$ cat src/rtl/fetch_pkg.sv
// Shared types and constants for the instruction fetch front-end.
package fetch_pkg;

   typedef enum logic {
      RUN   = 1'b0,
      DRAIN = 1'b1
   } fetch_state_t;

   localparam logic [31:0] NOP_INSTR = 32'h0000_0013;

   typedef struct packed {
      logic [31:0] instr;
      logic [31:0] pc;
   } fetch_entry_t;

endpackage

$ cat src/rtl/fetch_fifo.sv
// Synchronous FIFO of fetch entries; wrap-around pointers carry one extra bit
// so full and empty are distinguishable without a separate counter.
module fetch_fifo
   import fetch_pkg::*;
#(
   parameter int unsigned DEPTH = 4
) (
   input  logic                         clk,
   input  logic                         rst,
   input  logic                         i_push,
   input  fetch_entry_t                 i_data,
   input  logic                         i_pop,
   input  logic                         i_clear,
   output logic                         o_full,
   output logic                         o_empty,
   output logic [$clog2(DEPTH+1)-1:0]   o_count,
   output fetch_entry_t                 o_head
);

   localparam int unsigned AW = $clog2(DEPTH);
   localparam int unsigned CW = $clog2(DEPTH + 1);

   fetch_entry_t r_mem [DEPTH];
   logic [AW:0]  r_wr;
   logic [AW:0]  r_rd;

   always_ff @(posedge clk) begin
      if (!rst) begin
         r_wr <= '0;
         r_rd <= '0;
      end else if (i_clear) begin
         r_wr <= '0;
         r_rd <= '0;
      end else begin
         if (i_push) r_wr <= r_wr + (AW+1)'(1);
         if (i_pop)  r_rd <= r_rd + (AW+1)'(1);
      end
   end

   // Storage needs no reset: contents are only observed through valid pointers.
   always_ff @(posedge clk) begin
      if (i_push && !i_clear) r_mem[r_wr[AW-1:0]] <= i_data;
   end

   assign o_count = CW'(r_wr - r_rd);
   assign o_empty = (r_wr == r_rd);
   assign o_full  = (o_count == CW'(DEPTH));
   assign o_head  = r_mem[r_rd[AW-1:0]];

endmodule

$ cat src/rtl/fetch_queue.sv
// Instruction fetch front-end: drives a multi-cycle imem handshake, buffers
// fetched instructions with their PCs, and flushes on redirect.
module fetch_queue
   import fetch_pkg::*;
#(
   parameter int unsigned DEPTH    = 4,
   parameter logic [31:0] RESET_PC = 32'h0000_0000
) (
   input  logic        clk,
   input  logic        rst,
   output logic        imem_req,
   output logic [31:0] imem_addr,
   input  logic        imem_gnt,
   input  logic        imem_rvalid,
   input  logic [31:0] imem_rdata,
   input  logic        redirect,
   input  logic [31:0] redirect_pc,
   input  logic        deq_ready,
   output logic        instr_valid,
   output logic [31:0] instr_f,
   output logic [31:0] pc_f,
   output logic [31:0] pc_plus4_f
);

   localparam int unsigned CW = $clog2(DEPTH + 1);
   localparam int unsigned AW = $clog2(DEPTH);

   fetch_state_t r_state;
   fetch_state_t w_state_nxt;
   logic [31:0]  r_fetch_pc;
   logic [CW-1:0] r_inflight;
   logic [CW-1:0] r_drop;
   logic [CW-1:0] w_inflight_nxt;
   logic [CW-1:0] w_drop_nxt;
   logic [CW-1:0] w_count;
   logic          w_full;
   logic          w_empty;
   logic          w_grant;
   logic          w_rsp;
   logic          w_push;
   logic          w_pop;
   logic [31:0]   r_pc_mem [DEPTH];
   logic [AW-1:0] r_pc_wr;
   logic [AW-1:0] r_pc_rd;
   logic [31:0]   w_rsp_pc;
   fetch_entry_t  w_push_entry;
   fetch_entry_t  w_head;

   // Every in-flight request holds a reserved slot, so a response never finds the queue full.
   assign imem_req  = rst && (r_state == RUN) && !redirect && !w_full &&
                      (((CW+1)'(w_count) + (CW+1)'(r_inflight)) < (CW+1)'(DEPTH));
   assign imem_addr = r_fetch_pc;

   // A response with nothing outstanding belongs to pre-reset traffic and is ignored.
   assign w_grant = imem_req && imem_gnt;
   assign w_rsp   = imem_rvalid && (r_inflight != '0);
   assign w_push  = w_rsp && (r_drop == '0) && !redirect;
   assign w_pop   = !w_empty && deq_ready && !redirect;

   assign w_inflight_nxt = r_inflight + CW'(w_grant) - CW'(w_rsp);

   always_ff @(posedge clk) begin
      if (!rst) r_state <= RUN;
      else      r_state <= w_state_nxt;
   end

   always_comb begin
      w_state_nxt = r_state;
      w_drop_nxt  = r_drop;
      if (redirect) begin
         w_drop_nxt  = w_inflight_nxt;
         w_state_nxt = (w_inflight_nxt != '0) ? DRAIN : RUN;
      end else begin
         if (w_rsp && (r_drop != '0)) w_drop_nxt = r_drop - CW'(1);
         if ((r_state == DRAIN) && (w_drop_nxt == '0)) w_state_nxt = RUN;
      end
   end

   always_ff @(posedge clk) begin
      if (!rst) begin
         r_fetch_pc <= RESET_PC;
         r_inflight <= '0;
         r_drop     <= '0;
         r_pc_wr    <= '0;
         r_pc_rd    <= '0;
      end else begin
         r_inflight <= w_inflight_nxt;
         r_drop     <= w_drop_nxt;
         if (redirect)     r_fetch_pc <= redirect_pc;
         else if (w_grant) r_fetch_pc <= r_fetch_pc + 32'd4;
         if (w_grant) r_pc_wr <= r_pc_wr + AW'(1);
         if (w_rsp)   r_pc_rd <= r_pc_rd + AW'(1);
      end
   end

   // In-order PC record: written at grant, consumed by every tracked response, stale or not.
   always_ff @(posedge clk) begin
      if (w_grant) r_pc_mem[r_pc_wr] <= r_fetch_pc;
   end

   assign w_rsp_pc     = r_pc_mem[r_pc_rd];
   assign w_push_entry = '{instr: imem_rdata, pc: w_rsp_pc};

   fetch_fifo #(
      .DEPTH (DEPTH)
   ) u_fifo (
      .clk     (clk),
      .rst     (rst),
      .i_push  (w_push),
      .i_data  (w_push_entry),
      .i_pop   (w_pop),
      .i_clear (redirect),
      .o_full  (w_full),
      .o_empty (w_empty),
      .o_count (w_count),
      .o_head  (w_head)
   );

   assign instr_valid = !w_empty;
   assign instr_f     = w_empty ? NOP_INSTR : w_head.instr;
   assign pc_f        = w_empty ? 32'd0 : w_head.pc;
   assign pc_plus4_f  = w_empty ? 32'd0 : (w_head.pc + 32'd4);

endmodule

$ cat config.mk
export PLATFORM = sky130hd
export DESIGN_NAME = fetch_queue
export DESIGN_NICKNAME = d
export VERILOG_FILES = /design/src/rtl/fetch_pkg.sv /design/src/rtl/fetch_fifo.sv /design/src/rtl/fetch_queue.sv
export SDC_FILE = /design/constraint.sdc
export NUM_CORES = 1
export LEC_CHECK = 0
export CORE_ASPECT_RATIO = 1.75
export CORE_MARGIN = 2
export CORE_UTILIZATION = 56
export DETAILED_ROUTE_END_ITERATION = 8
export PLACE_DENSITY = 0.82
export RECOVER_POWER = 100
export SYNTH_ARGS = -nofsm -noshare
export SYNTH_HDL_FRONTEND = slang
export SYNTH_SLANG_ARGS = --single-unit
$ cat constraint.sdc
create_clock -name clk -period 5 [get_ports clk]
set_input_delay 1 -clock clk [delete_from_list [all_inputs] [get_ports clk]]
set_output_delay 1 -clock clk [all_outputs]
set_load 0.05 [all_outputs]
# [Yosys cells after proc, flatten, opt, wreduce, memory -nomap -nowiden]
# Memories as Yosys holds them, arrays and structs flattened. A register that Yosys moved wholly into a read port is not among the register bits.
# Index checks and enable logic that the tools add are counted.
[word_totals] in_bits=70 elab_cells=69 ff_bits=49 memories=2 rom_bits=0 mem_bits_rw=384 latch_bits=0 output_inout_bits=130
[classes] add_sub_neg=11 n_reduce_logical=24 bitwise=2 n_shift=0 n_mux=19 eq_ne=2 n_lt_le_gt_ge=1 n_mul=0 n_div=0
[memory_table] memory="u_fifo.r_mem" depth=4 word_bits=64 read_ports=1 rd_clocked_by_memory_dff=1 write_ports=1 line_no="fetch_fifo.sv:23" rtl="fetch_entry_t r_mem [DEPTH];"
[memory_table] memory="r_pc_mem" depth=4 word_bits=32 read_ports=1 rd_clocked_by_memory_dff=1 write_ports=1 line_no="fetch_queue.sv:42" rtl="logic [31:0] r_pc_mem [DEPTH];"
[op_table] cell="$mux 32" count=5
[op_table] cell="$add 32x3->32 const B" count=2
[op_table] cell="$logic_and 1x1->1" count=13
[op_table] cell="$mux 3" count=3
[op_table] cell="$reduce_bool 3->1" count=3
[op_table] cell="$mux 2" count=4
[op_table] cell="$mux 1" count=7
[op_table] cell="$add 3x1->3 const B" count=2
[op_table] cell="$logic_not 3->1" count=2
[op_table] cell="$add 2x1->2 const B" count=2
[op_table] cell="$add 3x3->4" count=1
[op_table] cell="$lt 4x3->1 const B" count=1
[op_table] cell="$reduce_bool 2->1" count=2
[op_table] cell="$add 3x1->3" count=1
[op_table] cell="$eq 3x3->1" count=1
[op_table] cell="$eq 3x3->1 const B" count=1
[op_table] cell="$logic_not 1->1" count=3
[op_table] cell="$sub 3x1->3" count=1
[op_table] cell="$sub 3x1->3 const B" count=1
[op_table] cell="$sub 3x3->3" count=1
[op_table] cell="$not 1->1" count=2
[op_table] cell="$reduce_or 2->1" count=1

# [Depth between registers and ports, before layout]
[logic_depth] depth_word=11 ltp_mapped=20 depth_no_buf=19

# [Modules after synthesis]
# A second synthesis with hierarchy kept.
[hier_totals] hier_cells=1037 area_unflattened_um2=18043.6
[by_module_without_submodules] module="fetch_fifo" n_inst=1 seq_area_each_um2=7847.5 area_each_um2=9791.9 cells_each=385
[by_module_without_submodules] module="fetch_queue" n_inst=1 seq_area_each_um2=4744.6 area_each_um2=8251.7 cells_each=652

# [Worst setup path before layout]
# No wires, ideal clock.
[synth_path] kind="reg2reg" start="register u_fifo.r_wr[0]" end="register r_drop[2]" setup_time_ns=0.131 path_slack_ns=0.746 t_arrival_ns=4.123 stages_incl_launch_ff=21 required_ns=4.869 n_path_buf=1 path_cell_list="dfxtp_1 inv_1 ha_1 inv_1 fa_1 xnor3_2 ha_1 nor4_1 nand4b_1 nor2_2 inv_1 clkbuf_1 ha_1 inv_1 ha_1 inv_1 fa_1 xnor2_1 xnor2_1 and2_1 a2bb2oi_1"
[synth_via] elab_chain_cells=9 word_cells_on_any_way=11 cone_classes="add/sub: 4; order compare: 1; eq/ne: 1; mux: 1; reduce/logical: 4"
[synth_rtl] element="from (decl)" line_no="fetch_fifo.sv:24" rtl="logic [AW:0] r_wr;"
[synth_rtl] element="from (signal assigned)" line_no="fetch_fifo.sv:35" rtl="if (i_push) r_wr <= r_wr + (AW+1)'(1);"
[synth_rtl] element="$sub 3x3->3 *" line_no="fetch_fifo.sv:45" rtl="assign o_count = CW'(r_wr - r_rd);"
[synth_rtl] element="parallel branches: the longest is 3 deep, another holds $add 3x3->4"
[synth_rtl] element="$logic_and 1x1->1 *" line_no="fetch_queue.sv:50" rtl="assign imem_req = rst && (r_state == RUN) && !redirect && !w_full &&"
[synth_rtl] element="$logic_and 1x1->1 *" line_no="fetch_queue.sv:55" rtl="assign w_grant = imem_req && imem_gnt;"
[synth_rtl] element="$add 3x1->3 *" line_no="fetch_queue.sv:60" rtl="assign w_inflight_nxt = r_inflight + CW'(w_grant) - CW'(w_rsp);"
[synth_rtl] element="$sub 3x1->3 *" line_no="fetch_queue.sv:60"
[synth_rtl] element="$mux 3 *" line_no="fetch_queue.sv:70" rtl="if (redirect) begin"
[synth_rtl] element="to (signal assigned)" line_no="fetch_queue.sv:88" rtl="r_drop <= w_drop_nxt;"
[synth_rtl] element="to (decl)" line_no="fetch_queue.sv:32" rtl="logic [CW-1:0] r_drop;"
# Every way passes the cells marked *.
# A chain may end at the register's enable or synchronous reset.

==> metrics.txt <==
GP Congestion 0.887; RSZ-0062 raised after global routing false; post-DP HPWL 25,600 um; critical path fanouts, max 19; CTS max path bufs 3; Critical Path AT 3870 ps; P&R area growth vs syn 18.3%; most common cell after layout, fill and taps aside edfxtp_1; Starting DRT DRC Count 706; cell taking the most area after synthesis edfxtp_1; Top FF cell, synth edfxtp_1; CP required 4000 ps; H-tree levels 2; total setup buffers inserted after CTS 0; worst slew pin tran 2670 ps; Placement Cell Area 20,300 um^2; Worst-path clk slew 70 ps; total wire length 38,400 um; Final setup viols 0; fraction of layout cells with a size suffix above 1 17.8%; CTS tree built; FP Rows 86; WP buf/inv 1; GR Util All Layers 23.0%; Max Cap Viol 4; setup TNS 0 ps; Yosys reg bits 437; Synth cell types 57; worst-case reg-to-reg path depth 19; Power Density 401 nW/um^2; Syn Inst Count 1,049; Critical Path Sink pc_plus4_f[12]; failing checks max-capacitance violations, max-slew violations; via density per instance 6.01; Worst Hold Launch u_fifo.r_rd[1]$_SDFFE_PP0P_; fin nets 1,358; Final Max Slew Viols 165; placed instance count 1,624; Peak Freq 205 MHz; commonest non-fill, non-tap cells in the layout 384 x edfxtp_1, 89 x mux4_2, 82 x dlygate4sd3_1; Post-Layout Cell Count 1,692; largest net degree at the start of global routing 65; number of flops mapped to enable cells by yosys 384; Post-Place Setup Slack 565 ps; gr ovfl total 0; area share of the largest cell type after synthesis 64.3%; slowest CP cell clkdlybuf4s50_1; final hold viol count 0; Design Area, Final 21,200 um^2; number of I/O port buffers 199; run status finished, violations left; crit path launch type flip-flop; total CTS buffers 37; vias in the first global route 10,596; Max-slew headroom -78.1%; r2r setup slk 690 ps; Clk Latency, worst-skew pair 540 ps; # clock sinks 437; Synth Cell Area 17,900 um^2; Syn Nets 1,140; starting density of the core 56.9%; Worst IR Drop VDD 298 uV; post-route minimum period 4870 ps; global-route wire length before repair 58,600 um; Clock Skew 18.3 ps; Antenna Violating Nets Remaining 0; # fillers 2,118; reg2reg start u_fifo.r_wr[0]$_SDFFE_PP0P_; DR vias 10,162; ys async rst share 0%; drt wl/cell 22.7 um; Reg2Reg Capture Point r_state$_SDFFE_PN0P_; crit-path cells mux4_2, ha_1, nand2_1, nor3_2, and3_1, xnor2_1, nor2_1, clkdlybuf4s50_1; synth top area cells edfxtp_1 64%, mux4_2 11%, dfxtp_1 5.9%; Hold Crit Class reg2reg; drt drc 0; initial antenna violation count 1; Final period util 97.3%; Crit Path Class reg2out; total number of yosys warnings 0; Slowest Stage Delay on Critical Path 830 ps; Core Region 31,500 um^2; cell depth of the worst setup path 8; PnR worst setup slack 133 ps; Total Die Area 33,500 um^2; sequential fraction of the synthesis area 70.2%; I/O Pins 200; Synth Area per Inst 17.1 um^2; P_leak 7.00 nW; CP top delay family simple AND/OR/NAND/NOR gates; die height 241 um; crit end category primary output; Clock Tree Root clkbuf_16; drt first pass iters 5; die width 139 um
-- power breakdown --
part | switching [mW] | internal, mW | total [mW]
combinational | 0.909 | 0.529 | 1.44
clock | 1.23 | 1.49 | 2.72
sequential | 0.111 | 4.23 | 4.34
-- tightest hold or removal path, delay by kind of cell, from the launching register on --
family	cells	cell delay, ps
flops	1	340
compound gates	1	70
simple gates	1	60
-- layer usage --
metal | vias up | routed length, um | GRT usage, %
met5 | - | 0 | 0
met4 | 0 | 1740 | 11.4
met3 | 99 | 2020 | 2.60
met2 | 456 | 21200 | 43.1
met1 | 5060 | 13500 | 25.9
li1 | 4547 | - | -
-- synth_stat cells (all sizes together), types with 4 or more instances --
cell type  count
nor4          13
edfxtp       384
xnor2         29
inv           26
nor3          14
nand3b         4
dfxtp         53
and3          21
clkbuf        30
mux4          96
o21a           5
a32oi          4
mux2           4
nand4          9
nand3         28
a31oi          6
xor2           7
or3            9
ha            19
and2          65
and4           9
nor2          63
o21ai         22
a21oi         30
buf           21
nand2         44
a2bb2oi        4
-- registers in the layout, indices dropped and copies added (netlist names), named ones only --
| name | flops |
|---|---|
| r_inflight | 3 |
| u_fifo.r_mem | 256 |
| r_state | 1 |
| u_fifo.r_rd | 3 |
| u_fifo.r_wr | 3 |
| imem_addr | 32 |
| r_pc_rd | 2 |
| r_drop | 3 |
| r_pc_wr | 2 |
| r_pc_mem | 128 |
-- kinds of logic after synthesis --
kind of cell               synth area share (%)
buffers and inverters                      1.87
xor gates and xnor gates                   1.89
adders and majority gates                  1.55
AOI/OAI and AO/OA                          2.90
muxes                                      12.6
and+or+nand+nor                            8.91
DFF                                        70.2
-- worst min-delay path by stage --
stage	to	depth (start not counted)
floorplan	flip-flop	2
global placement	r_pc_wr[1]$_SDFFE_PN0P_	2
detailed placement	flip-flop	2
CTS	flip-flop	2
global route	flip-flop	2
finish	flip-flop	2
-- timing repair --
item	4_1_cts	5_1_grt
hold buffers	0	0
hold endpoints to repair	0	0
endpoints found under the setup margin	1	19
resized for setup	1	18
-- layout make-up --
type                            instances  area (um^2)  area share (%)
Antenna cell                            1         2.50          0.0118
Clock buffer                           49         1010            4.77
Clock inverter                         18          144           0.679
Inverter                               26         97.6           0.460
Multi-Input combinational cell        535         4990            23.6
Sequential cell                       437        12600            59.4
Tap cell                              396          495            2.34
Timing Repair Buffer                  230         1860            8.75
-- stage by stage --
step	power (mW)	hold WS [ps]	util [%]
2_1_floorplan	5.41	467	-
3_3_place_gp	5.87	477	64.5
3_5_place_dp	5.92	499	64.5
4_1_cts	8.62	509	68.2
5_1_grt	8.80	555	67.2
6_report	8.50	512	67.2
No activity file was read; power rests on OpenSTA's default activity.
